$ cat config.mk
export PLATFORM = sky130hd
export DESIGN_NAME = harmonic_synth_engine_flat
export DESIGN_NICKNAME = d
export VERILOG_FILES = /design/src/rtl/harmonic_synth_engine_if.sv /design/src/rtl/harmonic_synth_engine.sv /design/src/flat_wrapper.sv
export SDC_FILE = /design/constraint.sdc
export NUM_CORES = 2
export LEC_CHECK = 0
export ABC_AREA = 1
export CAP_MARGIN = 40
export CORE_MARGIN = 8
export CORE_UTILIZATION = 29
export DETAILED_ROUTE_END_ITERATION = 10
export PLACE_DENSITY_LB_ADDON = 0.25
export RECOVER_POWER = 100
export REMOVE_ABC_BUFFERS = 1
export SETUP_SLACK_MARGIN = 0.2
export SLEW_MARGIN = 20
export SYNTH_ARGS = -nofsm -noshare
export SYNTH_HDL_FRONTEND = slang
export SYNTH_SLANG_ARGS = --single-unit
$ cat constraint.sdc
create_clock -name clk_in -period 61.9 [get_ports clk_in]
set_input_delay 6.19 -clock clk_in [delete_from_list [all_inputs] [get_ports clk_in]]
set_output_delay 6.19 -clock clk_in [all_outputs]
set_load 0.005 [all_outputs]
$ cat src/rtl/harmonic_synth_engine_if.sv
// Bus between the additive-synthesis engine and its host: frame control,
// note/coefficient inputs, the external sine ROM port and the sample output.
interface harmonic_synth_engine_if #(
  parameter int NUM_NOTES     = 8,
  parameter int NUM_HARMONICS = 5,
  parameter int PHASE_W       = 32,
  parameter int SINE_ADDR_W   = 6,
  parameter int SAMPLE_W      = 8,
  parameter int MAG_W         = 9,
  parameter int OUT_W         = 8
);
  logic                                         step_in;
  logic [NUM_NOTES-1:0]                         notes_playing;
  logic [NUM_NOTES-1:0][PHASE_W-1:0]            base_increments;
  logic [NUM_HARMONICS-1:0][PHASE_W-1:0]        coeff_phases;
  logic [NUM_HARMONICS-1:0][MAG_W-1:0]          coeff_magnitudes;
  logic [4:0]                                   shift_in;
  logic [SINE_ADDR_W-1:0]                       sine_addr_out;
  logic signed [SAMPLE_W-1:0]                   sine_data_in;
  logic                                         busy_out;
  logic                                         sum_valid_out;
  logic signed [OUT_W-1:0]                      sum_out;
  logic                                         clip_out;
  logic                                         overrun_out;

  modport master (
    output step_in, notes_playing, base_increments, coeff_phases,
           coeff_magnitudes, shift_in, sine_data_in,
    input  sine_addr_out, busy_out, sum_valid_out, sum_out, clip_out, overrun_out
  );

  modport slave (
    input  step_in, notes_playing, base_increments, coeff_phases,
           coeff_magnitudes, shift_in, sine_data_in,
    output sine_addr_out, busy_out, sum_valid_out, sum_out, clip_out, overrun_out
  );
endinterface

$ cat src/rtl/harmonic_synth_engine.sv
// Additive-synthesis engine: per frame, walks every note x harmonic voice,
// looks up its sine sample, weights it and sums into one saturated sample.
module harmonic_synth_engine #(
  parameter int NUM_NOTES     = 8,
  parameter int NUM_HARMONICS = 5,
  parameter int PHASE_W       = 32,
  parameter int SINE_ADDR_W   = 6,
  parameter int SAMPLE_W      = 8,
  parameter int MAG_W         = 9,
  parameter int OUT_W         = 8
) (
  input logic               clk_in,
  input logic               rst_in,
  harmonic_synth_engine_if.slave bus
);
  localparam int N      = NUM_NOTES * NUM_HARMONICS;
  localparam int V_W    = (N > 1) ? $clog2(N) : 1;
  localparam int NI_W   = (NUM_NOTES > 1) ? $clog2(NUM_NOTES) : 1;
  localparam int H_W    = (NUM_HARMONICS > 1) ? $clog2(NUM_HARMONICS) : 1;
  localparam int PROD_W = MAG_W + SAMPLE_W + 1;
  localparam int ACC_W  = PROD_W + $clog2(N);

  typedef enum logic [1:0] {IDLE, ISSUE, DRAIN, OUTPUT} state_t;

  state_t                            state;
  logic [V_W-1:0]                    v_idx;
  logic [NI_W-1:0]                   n_idx;
  logic [H_W-1:0]                    h_idx;
  logic [1:0]                        drain_cnt;
  logic [NUM_NOTES-1:0]              snap_notes;
  logic [NUM_NOTES-1:0]              prev_notes;
  logic [PHASE_W-1:0]                phase [N];
  logic [NUM_HARMONICS-1:0][MAG_W-1:0] mag_snap;
  logic [4:0]                        shift_snap;

  logic                              vld_p0, vld_p1, vld_p2;
  logic                              on_p0;
  logic [H_W-1:0]                    h_p0, h_p1;
  logic signed [SAMPLE_W-1:0]        sample_p1;
  logic signed [PROD_W-1:0]          prod_p2;
  logic signed [ACC_W-1:0]           acc;
  logic signed [ACC_W-1:0]           acc_shifted;

  logic                              note_on, rising;
  logic [PHASE_W-1:0]                phase_used, phase_inc, phase_next;
  logic                              frame_start;

  function automatic logic [OUT_W:0] saturate(input logic signed [ACC_W-1:0] val);
    logic signed [ACC_W-1:0] hi, lo;
    hi = ACC_W'((1 << (OUT_W - 1)) - 1);
    lo = ~hi;
    if (val > hi)      return {1'b1, hi[OUT_W-1:0]};
    else if (val < lo) return {1'b1, lo[OUT_W-1:0]};
    else               return {1'b0, val[OUT_W-1:0]};
  endfunction

  // A rising note restarts from the harmonic's start phase; an off note parks there.
  always_comb begin
    note_on     = snap_notes[n_idx];
    rising      = note_on & ~prev_notes[n_idx];
    phase_used  = rising ? bus.coeff_phases[h_idx] : phase[v_idx];
    phase_inc   = bus.base_increments[n_idx] * (PHASE_W'(h_idx) + PHASE_W'(1));
    phase_next  = note_on ? (phase_used + phase_inc) : bus.coeff_phases[h_idx];
    frame_start = (state == IDLE) && bus.step_in;
    acc_shifted = acc >>> shift_snap;
  end

  always_ff @(posedge clk_in or posedge rst_in) begin
    if (rst_in) begin
      state             <= IDLE;
      v_idx             <= '0;
      n_idx             <= '0;
      h_idx             <= '0;
      drain_cnt         <= '0;
      snap_notes        <= '0;
      prev_notes        <= '0;
      vld_p0            <= 1'b0;
      vld_p1            <= 1'b0;
      vld_p2            <= 1'b0;
      bus.sine_addr_out <= '0;
      bus.busy_out      <= 1'b0;
      bus.sum_valid_out <= 1'b0;
      bus.sum_out       <= '0;
      bus.clip_out      <= 1'b0;
      bus.overrun_out   <= 1'b0;
      for (int i = 0; i < N; i++) phase[i] <= '0;
    end else begin
      bus.sum_valid_out <= 1'b0;
      bus.overrun_out   <= bus.step_in && (state != IDLE);
      vld_p0            <= 1'b0;
      vld_p1            <= vld_p0;
      vld_p2            <= vld_p1;
      case (state)
        IDLE: begin
          if (bus.step_in) begin
            snap_notes   <= bus.notes_playing;
            bus.busy_out <= 1'b1;
            v_idx        <= '0;
            n_idx        <= '0;
            h_idx        <= '0;
            state        <= ISSUE;
          end
        end
        ISSUE: begin
          bus.sine_addr_out <= phase_used[PHASE_W-1 -: SINE_ADDR_W];
          phase[v_idx]      <= phase_next;
          vld_p0            <= 1'b1;
          v_idx             <= v_idx + 1'b1;
          if (h_idx == H_W'(NUM_HARMONICS - 1)) begin
            h_idx <= '0;
            n_idx <= n_idx + 1'b1;
          end else begin
            h_idx <= h_idx + 1'b1;
          end
          if (v_idx == V_W'(N - 1)) begin
            drain_cnt <= '0;
            state     <= DRAIN;
          end
        end
        DRAIN: begin
          drain_cnt <= drain_cnt + 1'b1;
          if (drain_cnt == 2'd2) state <= OUTPUT;
        end
        OUTPUT: begin
          {bus.clip_out, bus.sum_out} <= saturate(acc_shifted);
          bus.sum_valid_out <= 1'b1;
          bus.busy_out      <= 1'b0;
          prev_notes        <= snap_notes;
          state             <= IDLE;
        end
        default: state <= IDLE;
      endcase
    end
  end

  always_ff @(posedge clk_in) begin
    if (frame_start) begin
      mag_snap   <= bus.coeff_magnitudes;
      shift_snap <= bus.shift_in;
    end
    // p0: address issued, ROM answers during the following cycle
    on_p0     <= note_on;
    h_p0      <= h_idx;
    // p1: sample captured, silenced for off notes
    sample_p1 <= on_p0 ? bus.sine_data_in : '0;
    h_p1      <= h_p0;
    // p2: magnitude weighting
    prod_p2   <= $signed({1'b0, mag_snap[h_p1]}) * sample_p1;
    // p3: accumulation, wide enough for N full-scale products
    if (frame_start)  acc <= '0;
    else if (vld_p2)  acc <= acc + ACC_W'(prod_p2);
  end
endmodule

$ cat src/flat_wrapper.sv
// flat-port wrapper written by rule: the top's interface ports become plain ports
module harmonic_synth_engine_flat 
#(
  parameter int NUM_NOTES     = 8,
  parameter int NUM_HARMONICS = 5,
  parameter int PHASE_W       = 32,
  parameter int SINE_ADDR_W   = 6,
  parameter int SAMPLE_W      = 8,
  parameter int MAG_W         = 9,
  parameter int OUT_W         = 8
)
  (clk_in, rst_in, bus_step_in, bus_notes_playing, bus_base_increments, bus_coeff_phases, bus_coeff_magnitudes, bus_shift_in, bus_sine_data_in, bus_sine_addr_out, bus_busy_out, bus_sum_valid_out, bus_sum_out, bus_clip_out, bus_overrun_out);
  harmonic_synth_engine_if #(.NUM_NOTES(NUM_NOTES), .NUM_HARMONICS(NUM_HARMONICS), .PHASE_W(PHASE_W), .SINE_ADDR_W(SINE_ADDR_W), .SAMPLE_W(SAMPLE_W), .MAG_W(MAG_W), .OUT_W(OUT_W)) bus_i ();
  input logic clk_in;
  input logic rst_in;
  input wire logic [$bits(bus_i.step_in)-1:0] bus_step_in;
  input wire logic [$bits(bus_i.notes_playing)-1:0] bus_notes_playing;
  input wire logic [$bits(bus_i.base_increments)-1:0] bus_base_increments;
  input wire logic [$bits(bus_i.coeff_phases)-1:0] bus_coeff_phases;
  input wire logic [$bits(bus_i.coeff_magnitudes)-1:0] bus_coeff_magnitudes;
  input wire logic [$bits(bus_i.shift_in)-1:0] bus_shift_in;
  input wire logic [$bits(bus_i.sine_data_in)-1:0] bus_sine_data_in;
  output wire logic [$bits(bus_i.sine_addr_out)-1:0] bus_sine_addr_out;
  output wire logic [$bits(bus_i.busy_out)-1:0] bus_busy_out;
  output wire logic [$bits(bus_i.sum_valid_out)-1:0] bus_sum_valid_out;
  output wire logic [$bits(bus_i.sum_out)-1:0] bus_sum_out;
  output wire logic [$bits(bus_i.clip_out)-1:0] bus_clip_out;
  output wire logic [$bits(bus_i.overrun_out)-1:0] bus_overrun_out;
  assign bus_i.step_in = bus_step_in;
  assign bus_i.notes_playing = bus_notes_playing;
  assign bus_i.base_increments = bus_base_increments;
  assign bus_i.coeff_phases = bus_coeff_phases;
  assign bus_i.coeff_magnitudes = bus_coeff_magnitudes;
  assign bus_i.shift_in = bus_shift_in;
  assign bus_i.sine_data_in = bus_sine_data_in;
  assign bus_sine_addr_out = bus_i.sine_addr_out;
  assign bus_busy_out = bus_i.busy_out;
  assign bus_sum_valid_out = bus_i.sum_valid_out;
  assign bus_sum_out = bus_i.sum_out;
  assign bus_clip_out = bus_i.clip_out;
  assign bus_overrun_out = bus_i.overrun_out;
  harmonic_synth_engine #(.NUM_NOTES(NUM_NOTES), .NUM_HARMONICS(NUM_HARMONICS), .PHASE_W(PHASE_W), .SINE_ADDR_W(SINE_ADDR_W), .SAMPLE_W(SAMPLE_W), .MAG_W(MAG_W), .OUT_W(OUT_W)) u_core (.clk_in(clk_in), .rst_in(rst_in), .bus(bus_i));
endmodule
==> key figures <==
Run status
  – Status: complete, but fails checks
  – Failing checks: capacitance limit, slew limit

Drt
  – Routed length on met2: ~140 mm
  – Via count: just over 70,000
  – Post-route ant nets: 0
  – Met3 wire length: approximately 31 mm
  – Vias per inst: between 5 and 6
  – Highest metal layer with signal wires: met5
  – Final WL: about 330 mm
  – DR iter-0 viols: about 8,400
  – Drt first pass iters: 9
  – Routed WL per cell: between 20 and 25 um
  – Met1 WL: around 140 mm
  – DRC: 0

Yosys
  – Number of synthesized flops with an enable pin: 50
  – Unique masters post-synth: 63
  – FFs w/ async S/R, synth: between 90% and 100%
  – Sequential share of the synthesized area: between 40% and 50%
  – Gate count after technology mapping: 9,380
  – Top FF cell, synth: dfrtp_1
  – Area of the mapped netlist: roughly 75,000 um2
  – Syn. warnings: 0
  – Syn_area_per_cell: between 8 and 9 um2
  – #FFs+latches synth: about 1,400

Cells and area
  – Most common cell after layout, fill and taps aside: nand2_1
  – Final net count: between 10,000 and 15,000
  – Layout cells sized above 1: just over 6%
  – Most frequent cells in the layout: nand2_1 (2,583), o21ai_0 (1,528), dfrtp_1 (1,326)
  – Layout Area Growth over Synthesis: 19.19%

Timing
  – Setup TNS: 0 ns
  – Hold Slack: 0.3134 ns
  – Slew headroom: -184.5%
  – Unrepaired setup endpoints after global routing: false
  – Final setup viols: 0
  – FMAX: between 40 and 50 MHz
  – Clock skew: ~0.072 ns
  – Final period utilization: between 30% and 40%
  – Hold Vio Cnt, Final: 0
  – Max-slew violations: between 2,000 and 2,500
  – Tmin final: 22.31 ns
  – Worst slew pin tran: 4.267 ns

Worst setup path
  – R2R cell count: 24
  – Crit path max fanout: 73
  – CP required: 62.20 ns
  – Startpoint types: input pin
  – Critical path class: input pin to asynchronous set/reset pin
  – Data arrival, critical path: around 23 ns
  – CP Capture Type: asynchronous set/reset pin

Place
  – DP HPWL: 211.1 mm
  – Routability cong.: 0.8775
  – Port buffer count: around 500

Hold path
  – Hold Path Depth: 0
  – Hold crit path type: flip-flop to flip-flop

Die
  – Die W: approximately 530 um
  – Die area: 275,700 um2
  – Die Y: approximately 530 um
  – Num rows: ~190
  – Core area: 258,800 um2
  – I/O pins: 503
  – Initial Util: 29.04%

Clocking
  – Clock Path Buffers: 3
  – Post-CTS sizing: 0
  – CTS clk-pin slew, worst paths: ~0.06 ns
  – Num CTS Buffers: roughly 160
  – H-tree Lvls: 4
  – Root Driver: clkbuf_16
  – Clk Latency, worst-skew pair: 0.86 ns
  – CTS Hold Buffers Added: 0
  – Setup bufs post-CTS: 0
  – Clk sinks: between 1,000 and 1,500
  – CTS tree: built

Global route
  – Largest net degree at the start of global routing: between 100 and 150
  – Total gr overflow: 0
  – First-pass GRT wire length: between 400 and 500 mm
  – Vias in the first global route: ~68,000
  – Tot GR Track Use: 22.73%
  – Antenna violations before repair: 18

Flow run
  – Max-Cap Viols: between 40 and 50
## registers in the layout, indices dropped and copies added (netlist names), 5 cells and up
name,count
u_core.phase,1280
u_core.mag_snap,45
u_core.acc,24
u_core.prod_p2,18
u_core.bus.sum_out,8
u_core.prev_notes,8
u_core.sample_p1,8
u_core.snap_notes,8
u_core.bus.sine_addr_out,6
u_core.v_idx,6
u_core.shift_snap,5
## cell families (layout without fill, tap and decap cells)
| group | after synthesis | in the layout | share of synthesized area (%) |
|---|---|---|---|
| AOI/OAI and AO/OA | 2464 | 2464 | 18.82 |
| xor gates and xnor gates | 45 | 45 | 0.5244 |
| adders and majority gates | 242 | 242 | 5.327 |
| buffers and inverters | 1454 | 1827 | 7.553 |
| DFF | 1440 | 1440 | 47.90 |
| muxes | 9 | 9 | 0.1199 |
| other | 0 | 8 | 0 |
| and+or+nand+nor | 3726 | 3726 | 19.76 |
## synthesized netlist by cell type (18+ instances only)
master | count | area [um2]
o21ai_0 | 1510 | 7557
o211ai_1 | 26 | 195.2
buf_1 | 42 | 157.7
o221ai_1 | 30 | 262.8
ha_1 | 112 | 1401
nand3_1 | 417 | 2087
a21oi_1 | 307 | 1536
nand2_1 | 2586 | 9707
dfxtp_1 | 57 | 1141
fa_1 | 130 | 2603
or2_2 | 18 | 112.6
a41oi_1 | 67 | 586.8
buf_2 | 122 | 610.6
a221o_1 | 40 | 400.4
dfrtp_1 | 1333 | 33360
clkbuf_1 | 534 | 2004
edfxtp_1 | 50 | 1501
xor2_1 | 32 | 280.3
nand4_1 | 54 | 337.8
a221oi_1 | 70 | 613.1
nor2_1 | 596 | 2237
o22ai_1 | 137 | 857.1
a31oi_1 | 51 | 319.1
o2111ai_1 | 29 | 254.0
inv_1 | 710 | 2665
o21ai_1 | 33 | 165.2
a22o_1 | 78 | 683.2
## layout make-up
class	instances	area (um2)
Inverter	743	2834
Clock buffer	248	4781
Fill cell	26920	169200
Tap cell	3402	4257
Clock inverter	44	711.9
Timing Repair Buffer	792	7322
Multi-Input combinational cell	6486	33640
Antenna cell	8	20.02
Sequential cell	1440	36010
## worst max-delay path: stages
cell	delay (ns)
dlygate4sd3_1	0.59
clkinvlp_2	1.10
clkbuf_1	3.06
clkbuf_1	1.15
clkbuf_1	2.28
clkbuf_1	1.00
clkbuf_1	1.91
clkbuf_1	2.26
clkbuf_1	0.74
clkbuf_1	2.08
## worst paths after layout
check | start | slack [ns] | end
max | rst_in | 39.59 | u_core.phase[539]
min in group asynchronous | rst_in | 6.38 | u_core.phase[581]
min reg2reg | u_core.h_p0[2] | 0.31 | u_core.h_p1[2]
max reg2reg | u_core.v_idx[3] | 50.78 | u_core.phase[248]
max in group clk_in | bus_base_increments[9] | 49.22 | u_core.phase[725]
min | u_core.h_p0[2] | 0.31 | u_core.h_p1[2]
## metrics by stage
step | std cells | area [um2] | utilization [%] | worst slack [ns]
final | 13160 | 89580 | 34.62 | 39.59
after global routing | 13160 | 89570 | 34.61 | 36.63
after CTS | 13140 | 90110 | 34.82 | 50.10
after detailed placement | 12850 | 84620 | 32.70 | 49.28
after global placement | 12780 | 83490 | 32.26 | 49.22
after floorplan | 8669 | 72270 | - | 18.13
## layer usage
| layer | GRT usage (%) | vias up |
|---|---|---|
| met4 | 9.852 | 4 |
| met5 | 0 | - |
| met3 | 5.001 | 753 |
| met1 | 30.83 | 34710 |
| met2 | 34.89 | 3617 |
| li1 | - | 31560 |
Power is not shown: default switching activity piles up to over one toggle a cycle in this logic, so the estimate is an artifact.
